**config.mk**
```make
export PLATFORM = sky130hd
export DESIGN_NAME = uart_rx_ctrl_flat
export DESIGN_NICKNAME = d
export VERILOG_FILES = /design/src/rtl/uart_rx_ctrl_pkg.sv /design/src/rtl/uart_rx_ctrl_if.sv /design/src/rtl/uart_rx_ctrl_fifo.sv /design/src/rtl/uart_rx_ctrl.sv /design/src/flat_wrapper.sv
export SDC_FILE = /design/constraint.sdc
export NUM_CORES = 1
export LEC_CHECK = 0
export BUFFER_PORTS_ARGS = -buffer_cell sky130_fd_sc_hd__buf_2
export CAP_MARGIN = 25
export CORE_MARGIN = 2
export CORE_UTILIZATION = 40
export DETAILED_ROUTE_END_ITERATION = 16
export GPL_TIMING_DRIVEN = 0
export PLACE_DENSITY_LB_ADDON = 0.08
export SLEW_MARGIN = 20
export SYNTH_ARGS = -nofsm -noshare
export SYNTH_HDL_FRONTEND = slang
export SYNTH_SLANG_ARGS = --single-unit
```
**constraint.sdc**
```tcl
create_clock -name clk -period 3.2 [get_ports clk]
set_input_delay 0 -clock clk [delete_from_list [all_inputs] [get_ports clk]]
set_output_delay 0 -clock clk [all_outputs]
set_load 0.01 [all_outputs]
```
**src/rtl/uart_rx_ctrl_pkg.sv**
```systemverilog
`default_nettype none
// +--------------------------------------------------------------------------+
// | Package     : uart_rx_ctrl_pkg                                           |
// | Description : Shared types and constants for the uart_rx controller:     |
// |               config FSM state type, defaults shared with uart_rx and    |
// |               the maximum programmable baud rate helper.                 |
// | Revision    : 1.0 - initial release                                      |
// +--------------------------------------------------------------------------+
package uart_rx_ctrl_pkg;

  // Defaults shared with the uart_rx receiver instance
  localparam int unsigned c_DEF_FREQ_CLK  = 100_000_000;
  localparam int unsigned c_DEF_DATA_WDTH = 8;
  localparam int unsigned c_DEF_BAUD      = 115_200;

  typedef enum logic [2:0] {
    BOOT    = 3'd0,
    IDLE    = 3'd1,
    WAIT_RX = 3'd2,
    WRITE   = 3'd3,
    READ    = 3'd4,
    SETTLE  = 3'd5
  } cfg_state_t;

  // Highest baud rate the receiver can oversample: a quarter of the clock.
  function automatic logic [31:0] max_baud(input int unsigned freq_clk);
    return 32'(freq_clk / 4);
  endfunction

endpackage
`default_nettype wire

```
**src/rtl/uart_rx_ctrl_if.sv**
```systemverilog
`default_nettype none
// +--------------------------------------------------------------------------+
// | Interface   : uart_rx_ctrl_if                                            |
// | Description : Bundles the host config handshake, the uart_rx control /   |
// |               status lines and the receive FIFO pop port. Suffixes are   |
// |               as seen from the controller (slave modport).               |
// |   cfg_*  : host baud request (valid/ready) plus done/err pulses          |
// |   baud_* : baud value and write/read strobes towards uart_rx             |
// |   rx_*   : receiver idle, frame-done level and frame data               |
// |   rd_*   : FIFO head with valid/ready pop                               |
// |   ovf_*  : sticky overflow flag and its clear                            |
// | Revision    : 1.0 - initial release                                      |
// +--------------------------------------------------------------------------+
interface uart_rx_ctrl_if
  import uart_rx_ctrl_pkg::*;
#(
  parameter int unsigned DATA_WDTH = c_DEF_DATA_WDTH
) ();

  logic                 cfg_valid_i;
  logic [31:0]          cfg_baud_i;
  logic                 cfg_ready_o;
  logic                 cfg_done_o;
  logic                 cfg_err_o;
  logic [31:0]          baud_rate_o;
  logic                 baud_we_o;
  logic                 baud_rd_o;
  logic                 rx_ready_i;
  logic                 rx_done_i;
  logic [DATA_WDTH-1:0] rx_data_i;
  logic                 rd_valid_o;
  logic                 rd_ready_i;
  logic [DATA_WDTH-1:0] rd_data_o;
  logic                 ovf_o;
  logic                 ovf_clr_i;

  modport slave (
    input  cfg_valid_i, cfg_baud_i, rx_ready_i, rx_done_i, rx_data_i,
           rd_ready_i, ovf_clr_i,
    output cfg_ready_o, cfg_done_o, cfg_err_o, baud_rate_o, baud_we_o,
           baud_rd_o, rd_valid_o, rd_data_o, ovf_o
  );

  modport master (
    output cfg_valid_i, cfg_baud_i, rx_ready_i, rx_done_i, rx_data_i,
           rd_ready_i, ovf_clr_i,
    input  cfg_ready_o, cfg_done_o, cfg_err_o, baud_rate_o, baud_we_o,
           baud_rd_o, rd_valid_o, rd_data_o, ovf_o
  );

endinterface
`default_nettype wire

```
**src/rtl/uart_rx_ctrl_fifo.sv**
```systemverilog
`default_nettype none
// +--------------------------------------------------------------------------+
// | Module      : uart_rx_ctrl_fifo                                          |
// | Description : DATA_WDTH x FIFO_DEPTH synchronous FIFO with a             |
// |               combinational head. A push while full is accepted only     |
// |               when a pop frees the slot in the same cycle.               |
// |   clk, rst : clock, asynchronous active-high reset                       |
// |   push_i   : write data_i                                                |
// |   pop_i    : discard head (ignored when empty)                           |
// |   full_o, empty_o, head_o : status and head entry                        |
// | Revision    : 1.0 - initial release                                      |
// +--------------------------------------------------------------------------+
module uart_rx_ctrl_fifo #(
  parameter int unsigned DATA_WDTH  = 8,
  parameter int unsigned FIFO_DEPTH = 4
) (
  input  logic                 clk,
  input  logic                 rst,
  input  logic                 push_i,
  input  logic [DATA_WDTH-1:0] data_i,
  output logic                 full_o,
  input  logic                 pop_i,
  output logic [DATA_WDTH-1:0] head_o,
  output logic                 empty_o
);

  localparam int unsigned c_AW = $clog2(FIFO_DEPTH);

  // One extra pointer bit distinguishes full from empty.
  logic [c_AW:0]          wr_ptr_q;
  logic [c_AW:0]          rd_ptr_q;
  logic [DATA_WDTH-1:0]   mem_q [FIFO_DEPTH];
  logic                   w_rd_en;
  logic                   w_wr_en;

  assign empty_o = (wr_ptr_q == rd_ptr_q);
  assign full_o  = (wr_ptr_q[c_AW] != rd_ptr_q[c_AW]) &&
                   (wr_ptr_q[c_AW-1:0] == rd_ptr_q[c_AW-1:0]);
  assign head_o  = mem_q[rd_ptr_q[c_AW-1:0]];

  assign w_rd_en = pop_i & ~empty_o;
  assign w_wr_en = push_i & (~full_o | w_rd_en);

  always_ff @(posedge clk or posedge rst) begin
    if (rst) begin
      wr_ptr_q <= '0;
      rd_ptr_q <= '0;
      for (int unsigned i = 0; i < FIFO_DEPTH; i++) begin
        mem_q[i] <= '0;
      end
    end else begin
      if (w_wr_en) begin
        mem_q[wr_ptr_q[c_AW-1:0]] <= data_i;
        wr_ptr_q                  <= wr_ptr_q + 1'b1;
      end
      if (w_rd_en) begin
        rd_ptr_q <= rd_ptr_q + 1'b1;
      end
    end
  end

endmodule
`default_nettype wire

```
**src/rtl/uart_rx_ctrl.sv**
```systemverilog
`default_nettype none
// +--------------------------------------------------------------------------+
// | Module      : uart_rx_ctrl                                               |
// | Description : Sequencing wrapper for one uart_rx receiver. Programs the  |
// |               baud rate after reset and on host request (only while the  |
// |               receiver is idle), captures each completed frame into a    |
// |               small FIFO and flags overflow / rejected requests.         |
// |   clk, rst : clock, asynchronous active-high reset                       |
// |   bus      : uart_rx_ctrl_if.slave (config, uart_rx lines, FIFO pop)     |
// | Revision    : 1.0 - initial release                                      |
// +--------------------------------------------------------------------------+
module uart_rx_ctrl
  import uart_rx_ctrl_pkg::*;
#(
  parameter int unsigned FREQ_CLK     = c_DEF_FREQ_CLK,
  parameter int unsigned DATA_WDTH    = c_DEF_DATA_WDTH,
  parameter int unsigned DEFAULT_BAUD = c_DEF_BAUD,
  parameter int unsigned FIFO_DEPTH   = 4,
  parameter int unsigned HOLD_CYC     = 4,
  parameter int unsigned IDLE_TMO     = 65535
) (
  input  logic           clk,
  input  logic           rst,
  uart_rx_ctrl_if.slave  bus
);

  localparam logic [31:0] c_MAX_BAUD  = max_baud(FREQ_CLK);
  localparam int unsigned c_HW        = (HOLD_CYC > 1) ? $clog2(HOLD_CYC) : 1;
  localparam int unsigned c_TW        = $clog2(IDLE_TMO + 1);
  localparam logic [c_HW-1:0] c_HOLD_LAST = c_HW'(HOLD_CYC - 1);
  localparam logic [c_TW-1:0] c_TMO_LAST  = c_TW'(IDLE_TMO - 1);

  cfg_state_t       state_q, state_d;
  logic [c_HW-1:0]  hold_q, hold_d;
  logic [c_TW-1:0]  tmo_q, tmo_d;
  logic [31:0]      baud_q, baud_d;
  logic [31:0]      req_q, req_d;
  logic             boot_q, boot_d;       // current sequence came from BOOT
  logic             cfg_done_q, cfg_done_d;
  logic             cfg_err_q, cfg_err_d;
  logic             done_q;               // previous RX_DONE level
  logic             ovf_q, ovf_d;

  logic             w_hold_end;
  logic             w_baud_bad;
  logic             w_push;
  logic             w_full;
  logic             w_empty;
  logic             w_ovf_set;

  // ---------------------------------------------------------------- config FSM
  assign w_hold_end = (hold_q == c_HOLD_LAST);
  assign w_baud_bad = (bus.cfg_baud_i == 32'd0) || (bus.cfg_baud_i > c_MAX_BAUD);

  always_comb begin
    state_d    = state_q;
    hold_d     = hold_q;
    tmo_d      = tmo_q;
    baud_d     = baud_q;
    req_d      = req_q;
    boot_d     = boot_q;
    cfg_done_d = 1'b0;
    cfg_err_d  = 1'b0;
    case (state_q)
      BOOT: begin
        baud_d  = 32'(DEFAULT_BAUD);
        boot_d  = 1'b1;
        hold_d  = '0;
        state_d = WRITE;
      end
      IDLE: begin
        if (bus.cfg_valid_i) begin
          req_d = bus.cfg_baud_i;
          if (w_baud_bad) begin
            cfg_err_d = 1'b1;
          end else begin
            tmo_d   = '0;
            state_d = WAIT_RX;
          end
        end
      end
      WAIT_RX: begin
        // Receiver idle wins over a timeout landing on the same cycle.
        if (bus.rx_ready_i) begin
          baud_d  = req_q;
          hold_d  = '0;
          state_d = WRITE;
        end else if (tmo_q == c_TMO_LAST) begin
          cfg_err_d = 1'b1;
          state_d   = IDLE;
        end else begin
          tmo_d = tmo_q + 1'b1;
        end
      end
      WRITE, READ: begin
        if (w_hold_end) begin
          hold_d  = '0;
          state_d = (state_q == WRITE) ? READ : SETTLE;
        end else begin
          hold_d = hold_q + 1'b1;
        end
      end
      SETTLE: begin
        if (w_hold_end) begin
          hold_d     = '0;
          cfg_done_d = ~boot_q;
          boot_d     = 1'b0;
          state_d    = IDLE;
        end else begin
          hold_d = hold_q + 1'b1;
        end
      end
      default: begin
        state_d = BOOT;
      end
    endcase
  end

  always_ff @(posedge clk or posedge rst) begin
    if (rst) begin
      state_q    <= BOOT;
      hold_q     <= '0;
      tmo_q      <= '0;
      baud_q     <= 32'(DEFAULT_BAUD);
      req_q      <= '0;
      boot_q     <= 1'b1;
      cfg_done_q <= 1'b0;
      cfg_err_q  <= 1'b0;
    end else begin
      state_q    <= state_d;
      hold_q     <= hold_d;
      tmo_q      <= tmo_d;
      baud_q     <= baud_d;
      req_q      <= req_d;
      boot_q     <= boot_d;
      cfg_done_q <= cfg_done_d;
      cfg_err_q  <= cfg_err_d;
    end
  end

  assign bus.cfg_ready_o = (state_q == IDLE);
  assign bus.cfg_done_o  = cfg_done_q;
  assign bus.cfg_err_o   = cfg_err_q;
  assign bus.baud_rate_o = baud_q;
  assign bus.baud_we_o   = (state_q == WRITE);
  assign bus.baud_rd_o   = (state_q == READ);

  // ----------------------------------------------------------- frame capture
  // DONE is a level held until the receiver idles, so only its rising edge
  // produces a FIFO entry.
  assign w_push = bus.rx_done_i & ~done_q;

  // Full implies non-empty, so a concurrent ready always frees a slot.
  assign w_ovf_set = w_push & w_full & ~bus.rd_ready_i;
  assign ovf_d     = w_ovf_set | (ovf_q & ~bus.ovf_clr_i);

  always_ff @(posedge clk or posedge rst) begin
    if (rst) begin
      done_q <= 1'b0;
      ovf_q  <= 1'b0;
    end else begin
      done_q <= bus.rx_done_i;
      ovf_q  <= ovf_d;
    end
  end

  uart_rx_ctrl_fifo #(
    .DATA_WDTH  (DATA_WDTH),
    .FIFO_DEPTH (FIFO_DEPTH)
  ) u_fifo (
    .clk     (clk),
    .rst     (rst),
    .push_i  (w_push),
    .data_i  (bus.rx_data_i),
    .full_o  (w_full),
    .pop_i   (bus.rd_ready_i),
    .head_o  (bus.rd_data_o),
    .empty_o (w_empty)
  );

  assign bus.rd_valid_o = ~w_empty;
  assign bus.ovf_o      = ovf_q;

endmodule
`default_nettype wire

```
**src/flat_wrapper.sv**
```systemverilog
// flat-port wrapper written by rule: the top's interface ports become plain ports
module uart_rx_ctrl_flat import uart_rx_ctrl_pkg::*;
#(
  parameter int unsigned FREQ_CLK     = c_DEF_FREQ_CLK,
  parameter int unsigned DATA_WDTH    = c_DEF_DATA_WDTH,
  parameter int unsigned DEFAULT_BAUD = c_DEF_BAUD,
  parameter int unsigned FIFO_DEPTH   = 4,
  parameter int unsigned HOLD_CYC     = 4,
  parameter int unsigned IDLE_TMO     = 65535
)
  (clk, rst, bus_cfg_valid_i, bus_cfg_baud_i, bus_rx_ready_i, bus_rx_done_i, bus_rx_data_i, bus_rd_ready_i, bus_ovf_clr_i, bus_cfg_ready_o, bus_cfg_done_o, bus_cfg_err_o, bus_baud_rate_o, bus_baud_we_o, bus_baud_rd_o, bus_rd_valid_o, bus_rd_data_o, bus_ovf_o);
  uart_rx_ctrl_if #(.DATA_WDTH(DATA_WDTH)) bus_i ();
  input  logic clk;
  input  logic rst;
  input wire logic [$bits(bus_i.cfg_valid_i)-1:0] bus_cfg_valid_i;
  input wire logic [$bits(bus_i.cfg_baud_i)-1:0] bus_cfg_baud_i;
  input wire logic [$bits(bus_i.rx_ready_i)-1:0] bus_rx_ready_i;
  input wire logic [$bits(bus_i.rx_done_i)-1:0] bus_rx_done_i;
  input wire logic [$bits(bus_i.rx_data_i)-1:0] bus_rx_data_i;
  input wire logic [$bits(bus_i.rd_ready_i)-1:0] bus_rd_ready_i;
  input wire logic [$bits(bus_i.ovf_clr_i)-1:0] bus_ovf_clr_i;
  output wire logic [$bits(bus_i.cfg_ready_o)-1:0] bus_cfg_ready_o;
  output wire logic [$bits(bus_i.cfg_done_o)-1:0] bus_cfg_done_o;
  output wire logic [$bits(bus_i.cfg_err_o)-1:0] bus_cfg_err_o;
  output wire logic [$bits(bus_i.baud_rate_o)-1:0] bus_baud_rate_o;
  output wire logic [$bits(bus_i.baud_we_o)-1:0] bus_baud_we_o;
  output wire logic [$bits(bus_i.baud_rd_o)-1:0] bus_baud_rd_o;
  output wire logic [$bits(bus_i.rd_valid_o)-1:0] bus_rd_valid_o;
  output wire logic [$bits(bus_i.rd_data_o)-1:0] bus_rd_data_o;
  output wire logic [$bits(bus_i.ovf_o)-1:0] bus_ovf_o;
  assign bus_i.cfg_valid_i = bus_cfg_valid_i;
  assign bus_i.cfg_baud_i = bus_cfg_baud_i;
  assign bus_i.rx_ready_i = bus_rx_ready_i;
  assign bus_i.rx_done_i = bus_rx_done_i;
  assign bus_i.rx_data_i = bus_rx_data_i;
  assign bus_i.rd_ready_i = bus_rd_ready_i;
  assign bus_i.ovf_clr_i = bus_ovf_clr_i;
  assign bus_cfg_ready_o = bus_i.cfg_ready_o;
  assign bus_cfg_done_o = bus_i.cfg_done_o;
  assign bus_cfg_err_o = bus_i.cfg_err_o;
  assign bus_baud_rate_o = bus_i.baud_rate_o;
  assign bus_baud_we_o = bus_i.baud_we_o;
  assign bus_baud_rd_o = bus_i.baud_rd_o;
  assign bus_rd_valid_o = bus_i.rd_valid_o;
  assign bus_rd_data_o = bus_i.rd_data_o;
  assign bus_ovf_o = bus_i.ovf_o;
  uart_rx_ctrl #(.FREQ_CLK(FREQ_CLK), .DATA_WDTH(DATA_WDTH), .DEFAULT_BAUD(DEFAULT_BAUD), .FIFO_DEPTH(FIFO_DEPTH), .HOLD_CYC(HOLD_CYC), .IDLE_TMO(IDLE_TMO)) u_core (.clk(clk), .rst(rst), .bus(bus_i));
endmodule
```
After elaboration in Yosys (flattened, before gate mapping)
Cells that the tools add are included.
- add/sub/neg operators: 4
- reduce and logical (&&, ||, !) cells: 17
- muxes and demuxes: 33
- order comparisons: 4
- bitwise logic cells: 16
- equal/unequal tests: 18
- operators by type and width (kind ; count):
    $mux W16 ; 4
    $pmux W32 S2 ; 1
    $bwmux W32 ; 1
    $gt A32 B25 Y1 const B ; 1
    $logic_not A32 Y1 ; 1
    $mux W32 ; 1
    $pmux W16 S2 ; 1
    $mux W8 ; 3
    $mux W3 ; 6
    $add A16 B1 Y16 const B ; 1
    $bmux W8 S2 ; 1
    $demux W8 S2 ; 1
    $eq A16 B16 Y1 const B ; 1
    $pmux W3 S5 ; 1
    $ne A2 B2 Y1 const B ; 5
    $reduce_and A5 Y1 ; 2
    $mux W1 ; 8
    $reduce_and A2 Y1 ; 4
    $add A3 B1 Y3 const B ; 2
    $and A1 B1 Y1 ; 6
    $eq A3 B2 Y1 const B ; 2
    $eq A3 B3 Y1 const B ; 2
    $ge A3 B3 Y1 const B ; 2
    $not A1 Y1 ; 6
    other kinds (21) ; 29
- output and inout port bits: 47
- word-level logic and storage cells: 108
- input bits: 47
- flip-flop bits (word level): 128

Logic depth before layout (Yosys ltp)
Gate-level depths: netlist of run 1.
- word-level depth: 6
- depth in mapped cells: 9
- depth with buffers taken out: 8

Cells and area by module
From an unflattened synthesis of run 1, not the netlist that was laid out.
- cell total of the unflattened synthesis: 459
- area, all modules: 6103.4 µm²
- modules (own cells, without submodules) (module ; cells an instance ; instances ; area an instance (µm²) ; sequential area each (µm²)):
    uart_rx_ctrl ; 347 ; 1 ; 4197.8 ; 2258.4
    uart_rx_ctrl_fifo ; 112 ; 1 ; 1905.6 ; 950.9

Least setup slack after synthesis of run 1
OpenSTA, ideal clock, no wires.
- kind: reg2reg
- start point: reg u_core.state_q[2]
- end point: reg u_core.tmo_q[4]
- buffers on the path: 2
- library setup time: 0.083 ns
- required time: 3.117 ns
- cell stages (with the launch flop): 8
- period minus slack after synthesis: 2.037 ns
- path slack: 1.163 ns
- data arrival time: 1.954 ns
- path through: dfrtp_1 -> clkbuf_1 -> or3b_2 -> nor2_1 -> o21ai_0 -> clkbuf_1 -> or3_1 -> o21ai_0
- word-level cells in the longest chain between the ends: 3
- elaborated cells on any way between the ends: 9
- those cells by class: eq/ne (6); mux (1); reduce/logical (2)
- RTL lines (what ; line ; text):
    start: declaration ; uart_rx_ctrl.sv:33 ; cfg_state_t state_q, state_d;
    start signal: assignment ; uart_rx_ctrl.sv:130 ; state_q <= state_d;
    $eq A3 B2 Y1 or $eq A3 B1 Y1 (tied branches) ; uart_rx_ctrl.sv:64 ; case (state_q)
    $ne A2 B2 Y1 (no line) or $reduce_bool A2 Y1 (tied branches) ; - ;
    $reduce_and A5 Y1 (no line) ; - ;
    end signal: assignment ; uart_rx_ctrl.sv:132 ; tmo_q <= tmo_d;
    end: declaration ; uart_rx_ctrl.sv:35 ; logic [c_TW-1:0] tmo_q, tmo_d;
Several ways; a longest one is shown, not always the timed one.
A chain may end at the register's enable or synchronous reset.

Worst setup path after layout of run 1
- start point: reg u_core.u_fifo.rd_ptr_q[1]
- end point: reg u_core.u_fifo.mem_q[0] (netlist bit)
- word-level cells in the longest chain between the ends: 5
- elaborated cells on any way between the ends: 8
- those cells by class: eq/ne (2); bitwise (5); reduce/logical (1)
- RTL lines (what ; line ; text):
    start: declaration ; uart_rx_ctrl_fifo.sv:31 ; logic [c_AW:0] rd_ptr_q;
    start signal: assignment ; uart_rx_ctrl_fifo.sv:57 ; rd_ptr_q <= rd_ptr_q + 1'b1;
    $eq A3 B3 Y1 or $eq A2 B2 Y1 (tied branches) ; uart_rx_ctrl_fifo.sv:36, uart_rx_ctrl_fifo.sv:38 ;
    $not A1 Y1 or $logic_and A1 B1 Y1 (tied branches) ; uart_rx_ctrl_fifo.sv:41, uart_rx_ctrl_fifo.sv:37 ;
    $and A1 B1 Y1 or $not A1 Y1 (tied branches) ; uart_rx_ctrl_fifo.sv:41, uart_rx_ctrl_fifo.sv:42 ;
    $or A1 B1 Y1 * ; uart_rx_ctrl_fifo.sv:42 ; assign w_wr_en = push_i & (~full_o | w_rd_en);
    $and A1 B1 Y1 * ; uart_rx_ctrl_fifo.sv:42 ;
    end signal: indexed assignment ; uart_rx_ctrl_fifo.sv:53 ; mem_q[wr_ptr_q[c_AW-1:0]] <= data_i;
    end: declaration ; uart_rx_ctrl_fifo.sv:32 ; logic [DATA_WDTH-1:0] mem_q [FIFO_DEPTH];
Mark *: on every way between the ends. The rest lies on a longest branch, timed or not.

==> results.json, run 1 <==
{
  "ff2ff_path_depth": 6,
  "path_max_fanout": 10,
  "slowest_stage": "clkbuf_1",
  "min-delay-start": "bus_rx_ready_i",
  "start_util_pct": 40.9,
  "worstSetupEndpointType": "flip-flop",
  "cts_buffers": 17,
  "netlist_area_um2": 5670,
  "nNetsFinal": 660,
  "finalWeightedCongestion": 0.807,
  "p_total_mw": 6.41,
  "critPathKind": "flip-flop to flip-flop",
  "via_per_inst": 5.24,
  "async_reset_ff_share_pct": 100,
  "path_clk_slew_ns": 0.06,
  "die_w_um": 123,
  "layout_commonest_cell": "dfrtp_1",
  "ys.flop_type": "dfrtp_1",
  "cts_tree": "done",
  "leakage_nw": 3.36,
  "io-pin-count": 94,
  "cts_sinks": 128,
  "drc": 0,
  "postRouteAntennaNets": 0,
  "r2r_slack_ns": 0.68,
  "grt_usage_pct": 18.8,
  "fp-row-count": 43,
  "register_area_um2": 3210,
  "reg2reg_from": "u_core.u_fifo.rd_ptr_q[1]$_DFFE_PP0P_",
  "post-route-period-util_pct": 78.7,
  "ir_drop_v": 0.000435,
  "clkLatencyLatePin_ns": 0.41,
  "startpoint_type": "flip-flop",
  "routed_wl_mm": 13.2,
  "insertedDiodeCount": 0,
  "firstDrtPassIters": 4,
  "rsz0062_at_grt": "no",
  "yosys_warnings": 0,
  "synth_cell_types": 52,
  "port_buffers": 92,
  "hold_path_end": "u_core.bus.baud_rate_o[15]$_DFFE_PP1P_",
  "wl_per_cell_um": 16.6,
  "finClkSkew_ns": 0.00826,
  "final.setup.tns_ns": 0,
  "max_freq_mhz": 397,
  "antenna_found_initial": 0,
  "layout_common_cells": "dfrtp_1, buf_2, mux2_2, dlygate4sd3_1, a22o_1",
  "final-setup-viol-count": 0,
  "grt_pass1_wl_mm": 21.6,
  "areaGrowthSynthToFinish_pct": 31.3,
  "cpPeakStageDelay_ns": 0.51,
  "relSlewSlack_pct": 44.0,
  "grt_max_degree": 34,
  "cts_buffer_depth": 2,
  "dp_hpwl_mm": 9.25,
  "die_y_um": 123,
  "syn_inst": 444,
  "critPathRequiredTime_ns": 3.49,
  "r2r_end": "u_core.u_fifo.mem_q[0]$_DFFE_PP0P_",
  "whs_path_depth": 3,
  "via_count": 4179,
  "coreArea_um2": 13900,
  "ys_ff_latch": 128,
  "slew_viol_final": 0,
  "drv_cap": 0,
  "synth-edff-count": 0,
  "multiInputGateArea_um2": 2340,
  "crit_arrival_ns": 2.81,
  "path_cells": "clkbuf_1 -> xnor2_1 -> nand3_1 -> nor3b_2 -> nand2_1 -> mux2_2",
  "drive_gt1_share_pct": 35.3,
  "drtIter0Drc": 225,
  "grt_overflow": 0,
  "final_hold_viol_count": 0,
  "syn-mean-instance-area_um2": 12.8,
  "nFillCells": 1238,
  "yosysSeqAreaShare_pct": 56.6,
  "p_per_area_nw_per_um2": 861,
  "grt_pass1_vias": 4164,
  "synth_fp_nets": 499,
  "cts-root-buf": "clkbuf_16",
  "status": "finished clean",
  "period_minus_slack_ns": 2.52,
  "htree_levels": 4,
  "worstHoldPathType": "primary input to flip-flop",
  "worst_slew_pin_slew_ns": 0.834,
  "die_area_um2": 15100
}
power breakdown:
part	total, mW	switching [mW]	internal [mW]
Combinational	2.01	0.900	1.11
Clock	1.75	0.718	1.03
Sequential	2.66	0.362	2.29
how the worst max path moves through the flow:
stage	to	startpoint
6_report	u_core.u_fifo.mem_q[0]$_DFFE_PP0P_	u_core.u_fifo.rd_ptr_q[1]$_DFFE_PP0P_
5_1_grt	u_core.u_fifo.mem_q[0]$_DFFE_PP0P_	u_core.u_fifo.rd_ptr_q[1]$_DFFE_PP0P_
4_1_cts	u_core.u_fifo.mem_q[0]$_DFFE_PP0P_	u_core.u_fifo.rd_ptr_q[1]$_DFFE_PP0P_
3_5_place_dp	u_core.u_fifo.mem_q[0]$_DFFE_PP0P_	u_core.u_fifo.rd_ptr_q[1]$_DFFE_PP0P_
3_3_place_gp	u_core.u_fifo.mem_q[0]$_DFFE_PP0P_	u_core.u_fifo.rd_ptr_q[1]$_DFFE_PP0P_
2_1_floorplan	u_core.tmo_q[4]$_DFFE_PP0P_	u_core.state_q[2]$_DFFE_PP0P_
logic make-up after synthesis:
group | Yosys count | share of synthesized area, %
XOR/XNOR | 7 | 1.08
flip-flops | 128 | 56.6
buffers and inverters | 31 | 2.14
adder cells (fa/ha/maj) | 8 | 1.76
AO/OA/AOI/OAI | 92 | 11.8
multiplexers | 77 | 16.9
AND/OR/NAND/NOR | 101 | 9.82
Yosys cell counts, types with 4 or more instances:
| master | n | share of area [%] |
|---|---|---|
| dfrtp_1 | 123 | 54 |
| mux2_2 | 68 | 14 |
| a22o_1 | 29 | 4.5 |
| nand2_1 | 27 | 1.8 |
| o21ai_0 | 20 | 1.8 |
| nor2_1 | 16 | 1.1 |
| clkbuf_1 | 14 | 0.93 |
| nand3_1 | 12 | 1.1 |
| inv_1 | 11 | 0.73 |
| nor3_1 | 11 | 0.97 |
| and3_1 | 8 | 0.88 |
| ha_1 | 8 | 1.8 |
| mux4_2 | 8 | 3.2 |
| a21oi_1 | 7 | 0.62 |
| xnor2_1 | 7 | 1.1 |
| a31oi_1 | 6 | 0.66 |
| dfstp_2 | 5 | 2.3 |
| nor4_1 | 5 | 0.55 |
| and2_1 | 4 | 0.44 |
| o211ai_1 | 4 | 0.53 |
| o21a_1 | 4 | 0.53 |
| o22a_1 | 4 | 0.62 |
flip-flops by register name, indices dropped and copies added (netlist names):
signal                  flops
u_core.u_fifo.wr_ptr_q      3
u_core.u_fifo.rd_ptr_q      3
u_core.req_q               32
u_core.boot_q               1
u_core.bus.baud_rate_o     32
u_core.done_q               1
u_core.bus.cfg_err_o        1
u_core.state_q              3
u_core.bus.ovf_o            1
u_core.bus.cfg_done_o       1
u_core.tmo_q               16
u_core.hold_q               2
u_core.u_fifo.mem_q        32
through the flow:
step / area [um2] / util, % / setup WS, ns / cells / hold WS (ns)
detailed placement: 6450 / 46.5 / 0.652 / 720 / 0.000258
finish: 7450 / 53.7 / 0.682 / 797 / 0.111
global placement: 6360 / 45.8 / 0.698 / 716 / 0.124
CTS: 7450 / 53.7 / 0.648 / 797 / 0.0936
floorplan: 5680 / - / 1.16 / 444 / 0.0314
global route: 7450 / 53.7 / 0.451 / 797 / 0.137
what timing repair did:
action,4_1_cts,5_1_grt
buffers inserted,0,0
hold endpoints to repair,143,0
resized for setup,0,0
hold buffers,46,0
critical path, delay by kind of cell (launching register included):
| kind | cells | cell delay, ns |
|---|---|---|
| AND/OR/NAND/NOR | 3 | 0.98 |
| buffers and inverters | 1 | 0.51 |
| multiplexers | 1 | 0.40 |
| flip-flops | 1 | 0.35 |
| XOR/XNOR | 1 | 0.17 |
area by class of cell:
type                    instances  share of cell area (%)
clock buffers                  20                    6.13
well taps                     180                    3.02
clock inverters                11                    1.13
repair buffers                142                    13.5
inverters                      12                   0.655
flip-flops and latches        128                    43.1
plain buffers                  19                    1.02
multi-input cells             285                    31.4
metal layers:
metal  vias to the layer above  routed length [um]  GRT usage, %
met1                      2085                5830          24.7
met2                        95                6590          29.9
li1                       1984                   -             -
met3                        15                 681          5.90
met4                         0                 130          6.04
met5                         -                   0             0
(Power assumes the default switching activity.)
==> inputs of run 2 (changes only) <==
==> constraint.sdc (replaced) <==
create_clock -name clk -period 2.5 [get_ports clk]
set_input_delay 0 -clock clk [delete_from_list [all_inputs] [get_ports clk]]
set_output_delay 0 -clock clk [all_outputs]
set_load 0.01 [all_outputs]
==> run 2 against run 1 <==
Effect of this change: sequential cell count is the same; worst setup slack lost 0.53 ns; clock skew grew 0.0033 ns; global-route usage is essentially flat; largest cell class unchanged.
==> results.json, run 2 (synthesis gave the netlist of run 1 again) <==
{
  "p_int_mw": 5.68,
  "power_frac_seq_pct": 41.3,
  "cts_sinks": 128,
  "insertedDiodeCount": 0,
  "critPathRequiredTime_ns": 2.85,
  "via_count": 4183,
  "startpoint_type": "primary input",
  "die_y_um": 123,
  "rsz0062_at_grt": "no",
  "port_buffers": 92,
  "timing.final.ws_setup_ns": 0.156,
  "finalWeightedCongestion": 0.807,
  "die_w_um": 123,
  "nNetsFinal": 660,
  "cp-endpoint": "u_core.tmo_q[0]$_DFFE_PP0P_",
  "relSlewSlack_pct": 44.7,
  "p_comb_share_pct": 31.4,
  "grt_pass1_wl_mm": 21.6,
  "r2r_end": "u_core.tmo_q[14]$_DFFE_PP0P_",
  "wl_per_cell_um": 16.6,
  "io-pin-count": 94,
  "grt_max_degree": 34,
  "drive_gt1_share_pct": 36.5,
  "max_freq_mhz": 427,
  "coreArea_um2": 13900,
  "cts_tree": "done",
  "clkLatencyLatePin_ns": 0.41,
  "ff2ff_path_depth": 7,
  "period_minus_slack_ns": 2.34,
  "final_hold_viol_count": 0,
  "htree_levels": 4,
  "grt_overflow": 0,
  "path_clk_slew_ns": 0.06,
  "areaGrowthSynthToFinish_pct": 31.7,
  "die_area_um2": 15100,
  "power_switching_mw": 2.54,
  "reg2reg_from": "u_core.state_q[2]$_DFFE_PP0P_",
  "routed_wl_mm": 13.2,
  "p_total_mw": 8.22,
  "fp-row-count": 43,
  "crit_start": "bus_cfg_baud_i[7]",
  "postRouteAntennaNets": 0,
  "grt_usage_pct": 18.9,
  "pwr-share-clk_pct": 27.2,
  "p_sw_share_pct": 30.9,
  "drv_cap": 0,
  "final.setup.tns_ns": 0,
  "cts_buffer_depth": 2,
  "cts-root-buf": "clkbuf_16",
  "slew_viol_final": 0,
  "status": "finished clean",
  "via_per_inst": 5.25,
  "final-setup-viol-count": 0,
  "drtIter0Drc": 228,
  "ir_drop_v": 0.000556,
  "worstSetupEndpointType": "flip-flop",
  "worst_slew_pin_slew_ns": 0.823,
  "r2r_slack_ns": 0.21,
  "cts_buffers": 17,
  "dp_hpwl_mm": 9.25,
  "finClkSkew_ns": 0.0116,
  "path_max_fanout": 5,
  "layout_common_cells": "dfrtp_1, buf_2, mux2_2, dlygate4sd3_1, a22o_1",
  "leakage_nw": 3.38,
  "antenna_found_initial": 0,
  "firstDrtPassIters": 4,
  "critPathKind": "primary input to flip-flop",
  "post-route-period-util_pct": 93.8,
  "post-place-ws_ns": -0.0483,
  "crit_arrival_ns": 2.70,
  "p_per_area_nw_per_um2": 1100,
  "worstHoldPathType": "primary input to flip-flop",
  "layout_commonest_cell": "dfrtp_1",
  "grt_pass1_vias": 4166,
  "start_util_pct": 40.9,
  "drc": 0
}
## run 2: cell counts in the layout (fill, tap and decap cells not counted)
No cell type changed its count.
## run 2: per-stage QoR
| step | cells | util (%) | area (um2) | hold WS, ns |
|---|---|---|---|---|
| 3_5_place_dp | 720 | 46.5 | 6450 | 0.000258 |
| 4_1_cts | 797 | 53.7 | 7450 | 0.0936 |
| 5_1_grt | 797 | 53.8 | 7470 | 0.146 |
| 3_3_place_gp | 716 | 45.8 | 6360 | 0.124 |
| 6_report | 797 | 53.8 | 7470 | 0.104 |
| 2_1_floorplan | 444 | - | 5680 | 0.0314 |
## run 2: worst min-delay path by stage
stage / startpoint / end / cells after the start / slack [ns]
4_1_cts: bus_rx_ready_i / u_core.bus.baud_rate_o[15]$_DFFE_PP1P_ / 3 / 0.09
5_1_grt: rst / u_core.u_fifo.mem_q[31]$_DFFE_PP0P_ / 3 / 0.15
3_5_place_dp: rst / u_core.done_q$_DFF_PP0_ / 2 / 0.0003
6_report: bus_rx_ready_i / u_core.tmo_q[15]$_DFFE_PP0P_ / 4 / 0.10
2_1_floorplan: bus_rx_done_i / u_core.done_q$_DFF_PP0_ / 0 / 0.03
3_3_place_gp: bus_rx_done_i / u_core.done_q$_DFF_PP0_ / 1 / 0.12
## run 2: timing repair
item	CTS	global route
endpoints found under the setup margin	8	49
buffers inserted	0	0
hold buffers	46	0
pin swaps	0	0
hold endpoints to repair	143	0
gates resized for setup	1	11
gates cloned	0	0
## run 2: power groups by stage
stage / logic (mW) / registers [mW] / clock network, mW
2_1_floorplan: 1.70 / 3.41 / 0
3_3_place_gp: 2.48 / 3.39 / 0
3_5_place_dp: 2.55 / 3.43 / 0
4_1_cts: 2.62 / 3.40 / 2.30
5_1_grt: 2.87 / 3.52 / 2.41
6_report: 2.59 / 3.40 / 2.24
## run 2: area by class of cell
class / count / area [um2]
plain buffers: 19 / 82.6
clock buffers: 20 / 457
clock inverters: 11 / 83.8
fillers: 1233 / 6410
inverters: 12 / 48.8
multi-input cells: 285 / 2350
flip-flops and latches: 128 / 3210
well taps: 180 / 225
repair buffers: 142 / 1010
## run 2: worst max-delay path, cell delays in order
cell	delay (ns)
dlygate4sd3_1	0.53
buf_2	0.13
or4_4	0.55
or4_4	0.52
o211a_1	0.28
o211a_2	0.18
nor2_1	0.28
mux2_2	0.22
## run 2: layer usage
layer	global-route usage, %	vias up	part of all wire (%)
li1	-	1987	-
met1	24.7	2095	45
met2	29.9	91	50
met3	5.90	10	4.7
met4	6.04	0	0.92
met5	0	-	0
==> inputs of run 3 (changes only) <==
--- a/config.mk
+++ b/config.mk
@@ -12,6 +12,7 @@
 export DETAILED_ROUTE_END_ITERATION = 16
 export GPL_TIMING_DRIVEN = 0
 export PLACE_DENSITY_LB_ADDON = 0.08
+export REMOVE_ABC_BUFFERS = 1
 export SLEW_MARGIN = 20
 export SYNTH_ARGS = -nofsm -noshare
 export SYNTH_HDL_FRONTEND = slang
==> constraint.sdc (replaced) <==
create_clock -name clk -period 2.1 [get_ports clk]
set_input_delay 0 -clock clk [delete_from_list [all_inputs] [get_ports clk]]
set_output_delay 0 -clock clk [all_outputs]
set_load 0.01 [all_outputs]
==> run 3 against run 2 <==
Effect of this change: sequential power increased by 24%; critical endpoint is now u_core.tmo_q[14]$_DFFE_PP0P_; cell area rose by 1.1%; non-clock buffer count decreased by 15.
==> results.json, run 3 (synthesis gave the netlist of run 1 again) <==
{
  "layout_common_cells": "dfrtp_1, buf_2, mux2_2, dlygate4sd3_1, a22o_1",
  "drtIter0Drc": 189,
  "whs_path_depth": 3,
  "antenna_found_initial": 0,
  "ff2ff_path_depth": 5,
  "die_w_um": 123,
  "nNetsFinal": 645,
  "cpPeakStageDelay_ns": 0.57,
  "cts_sinks": 128,
  "firstDrtPassIters": 4,
  "crit_start": "u_core.state_q[1]$_DFFE_PP0P_",
  "cts-root-buf": "clkbuf_16",
  "grt_pass1_vias": 4255,
  "grt_pass1_wl_mm": 21.4,
  "grt_max_degree": 93,
  "slowest_stage": "or3b_2",
  "path_cells": "or3b_2 -> nor2_4 -> o21ai_4 -> o41ai_1 -> a21o_1",
  "critPathKind": "flip-flop to flip-flop",
  "ir_drop_v": 0.000650,
  "register_area_um2": 3220,
  "worstSetupEndpointType": "flip-flop",
  "wl_per_cell_um": 16.5,
  "via_per_inst": 5.28,
  "drv_cap": 0,
  "finalWeightedCongestion": 0.784,
  "cts_buffer_depth": 2,
  "slew_viol_final": 0,
  "period_minus_slack_ns": 2.00,
  "status": "finished clean",
  "start_util_pct": 40.9,
  "dp_hpwl_mm": 8.48,
  "r2r_slack_ns": 0.1,
  "path_max_fanout": 20,
  "max_freq_mhz": 499,
  "port_buffers": 93,
  "die_area_um2": 15100,
  "clkLatencyLatePin_ns": 0.42,
  "drc": 0,
  "p_per_area_nw_per_um2": 1330,
  "cts_tree": "done",
  "worst_slew_pin_slew_ns": 0.492,
  "final-setup-viol-count": 0,
  "critPathRequiredTime_ns": 2.45,
  "leakage_nw": 3.41,
  "post-route-period-util_pct": 95.5,
  "fin_util_pct": 54.4,
  "cts_buffers": 17,
  "r2r_end": "u_core.tmo_q[14]$_DFFE_PP0P_",
  "worstHoldPathType": "primary input to flip-flop",
  "path_clk_slew_ns": 0.06,
  "postRouteAntennaNets": 0,
  "finClkSkew_ns": 0.0119,
  "crit_arrival_ns": 2.36,
  "grt_overflow": 0,
  "grt_usage_pct": 18.5,
  "htree_levels": 4,
  "io-pin-count": 94,
  "fp-row-count": 43,
  "layout_commonest_cell": "dfrtp_1",
  "multiInputGateArea_um2": 2440,
  "areaGrowthSynthToFinish_pct": 33.2,
  "startpoint_type": "flip-flop",
  "hold_path_end": "u_core.state_q[1]$_DFFE_PP0P_",
  "drive_gt1_share_pct": 39.8,
  "min-delay-start": "bus_cfg_valid_i",
  "coreArea_um2": 13900,
  "routed_wl_mm": 12.9,
  "nFillCells": 1191,
  "insertedDiodeCount": 0,
  "hold_ws_ns": 0.0148,
  "final_hold_viol_count": 0,
  "fin_area_um2": 7550,
  "via_count": 4134,
  "relSlewSlack_pct": 67.1,
  "reg2reg_from": "u_core.state_q[1]$_DFFE_PP0P_",
  "place_area_um2": 6400,
  "die_y_um": 123
}
==> run 3: per-layer routing <==
metal / GRT usage [%] / vias to the layer above / part of all wire, %
met5: 0 / - / 0
met1: 23.5 / 2067 / 45
met3: 5.40 / 17 / 4.8
met2: 30.1 / 95 / 49
met4: 6.82 / 0 / 1.3
li1: - / 1955 / -
==> run 3: worst max path at each step <==
stage / endpoint / slack, ns / depth (start not counted)
global route: u_core.tmo_q[12]$_DFFE_PP0P_ / -0.0002 / 8
CTS: u_core.tmo_q[0]$_DFFE_PP0P_ / 0.02 / 8
floorplan: u_core.bus.baud_rate_o[0]$_DFFE_PP0P_ / -1.30 / 1
finish: u_core.tmo_q[14]$_DFFE_PP0P_ / 0.1 / 5
global placement: u_core.bus.baud_rate_o[2]$_DFFE_PP0P_ / -2.86 / 2
detailed placement: u_core.tmo_q[0]$_DFFE_PP0P_ / -0.55 / 6
==> run 3: what timing repair did <==
| action | 4_1_cts | 5_1_grt |
|---|---|---|
| hold endpoints to repair | 192 | 0 |
| cloned | 0 | 0 |
| pin swaps | 2 | 2 |
| setup buffers | 1 | 4 |
| hold buffers | 45 | 0 |
| resized for setup | 19 | 6 |
| endpoints found under the setup margin | 98 | 66 |
==> run 3: cell type report <==
type / count / area share [%]
inverters: 12 / 0.746
repair buffers: 146 / 13.7
clock buffers: 22 / 6.15
well taps: 180 / 2.98
flip-flops and latches: 128 / 42.6
multi-input cells: 285 / 32.3
clock inverters: 10 / 1.47
==> run 3: critical path: cells and delay by family (launching register included) <==
kind	cells	cell delay (ns)
simple gates	2	0.76
compound gates	3	0.68
flops	1	0.51
==> run 3: through the flow <==
step	total power, mW	std cells	worst slack [ns]	TNS, ns
after global placement	6.95	698	-2.86	-449.68
after detailed placement	7.12	701	-0.550	-34.04
final	10.1	783	0.0954	0
after global routing	10.7	783	-0.000227	-0.000227
after floorplan	6.05	425	-1.30	-176.39
after CTS	10.2	779	0.0172	0
==> run 3: power breakdown <==
group          switching, mW  internal, mW  total [mW]
Combinational           1.27          1.75        3.02
Sequential             0.698          3.51        4.20
Clock                   1.05          1.80        2.85
Total                   3.02          7.06        10.1
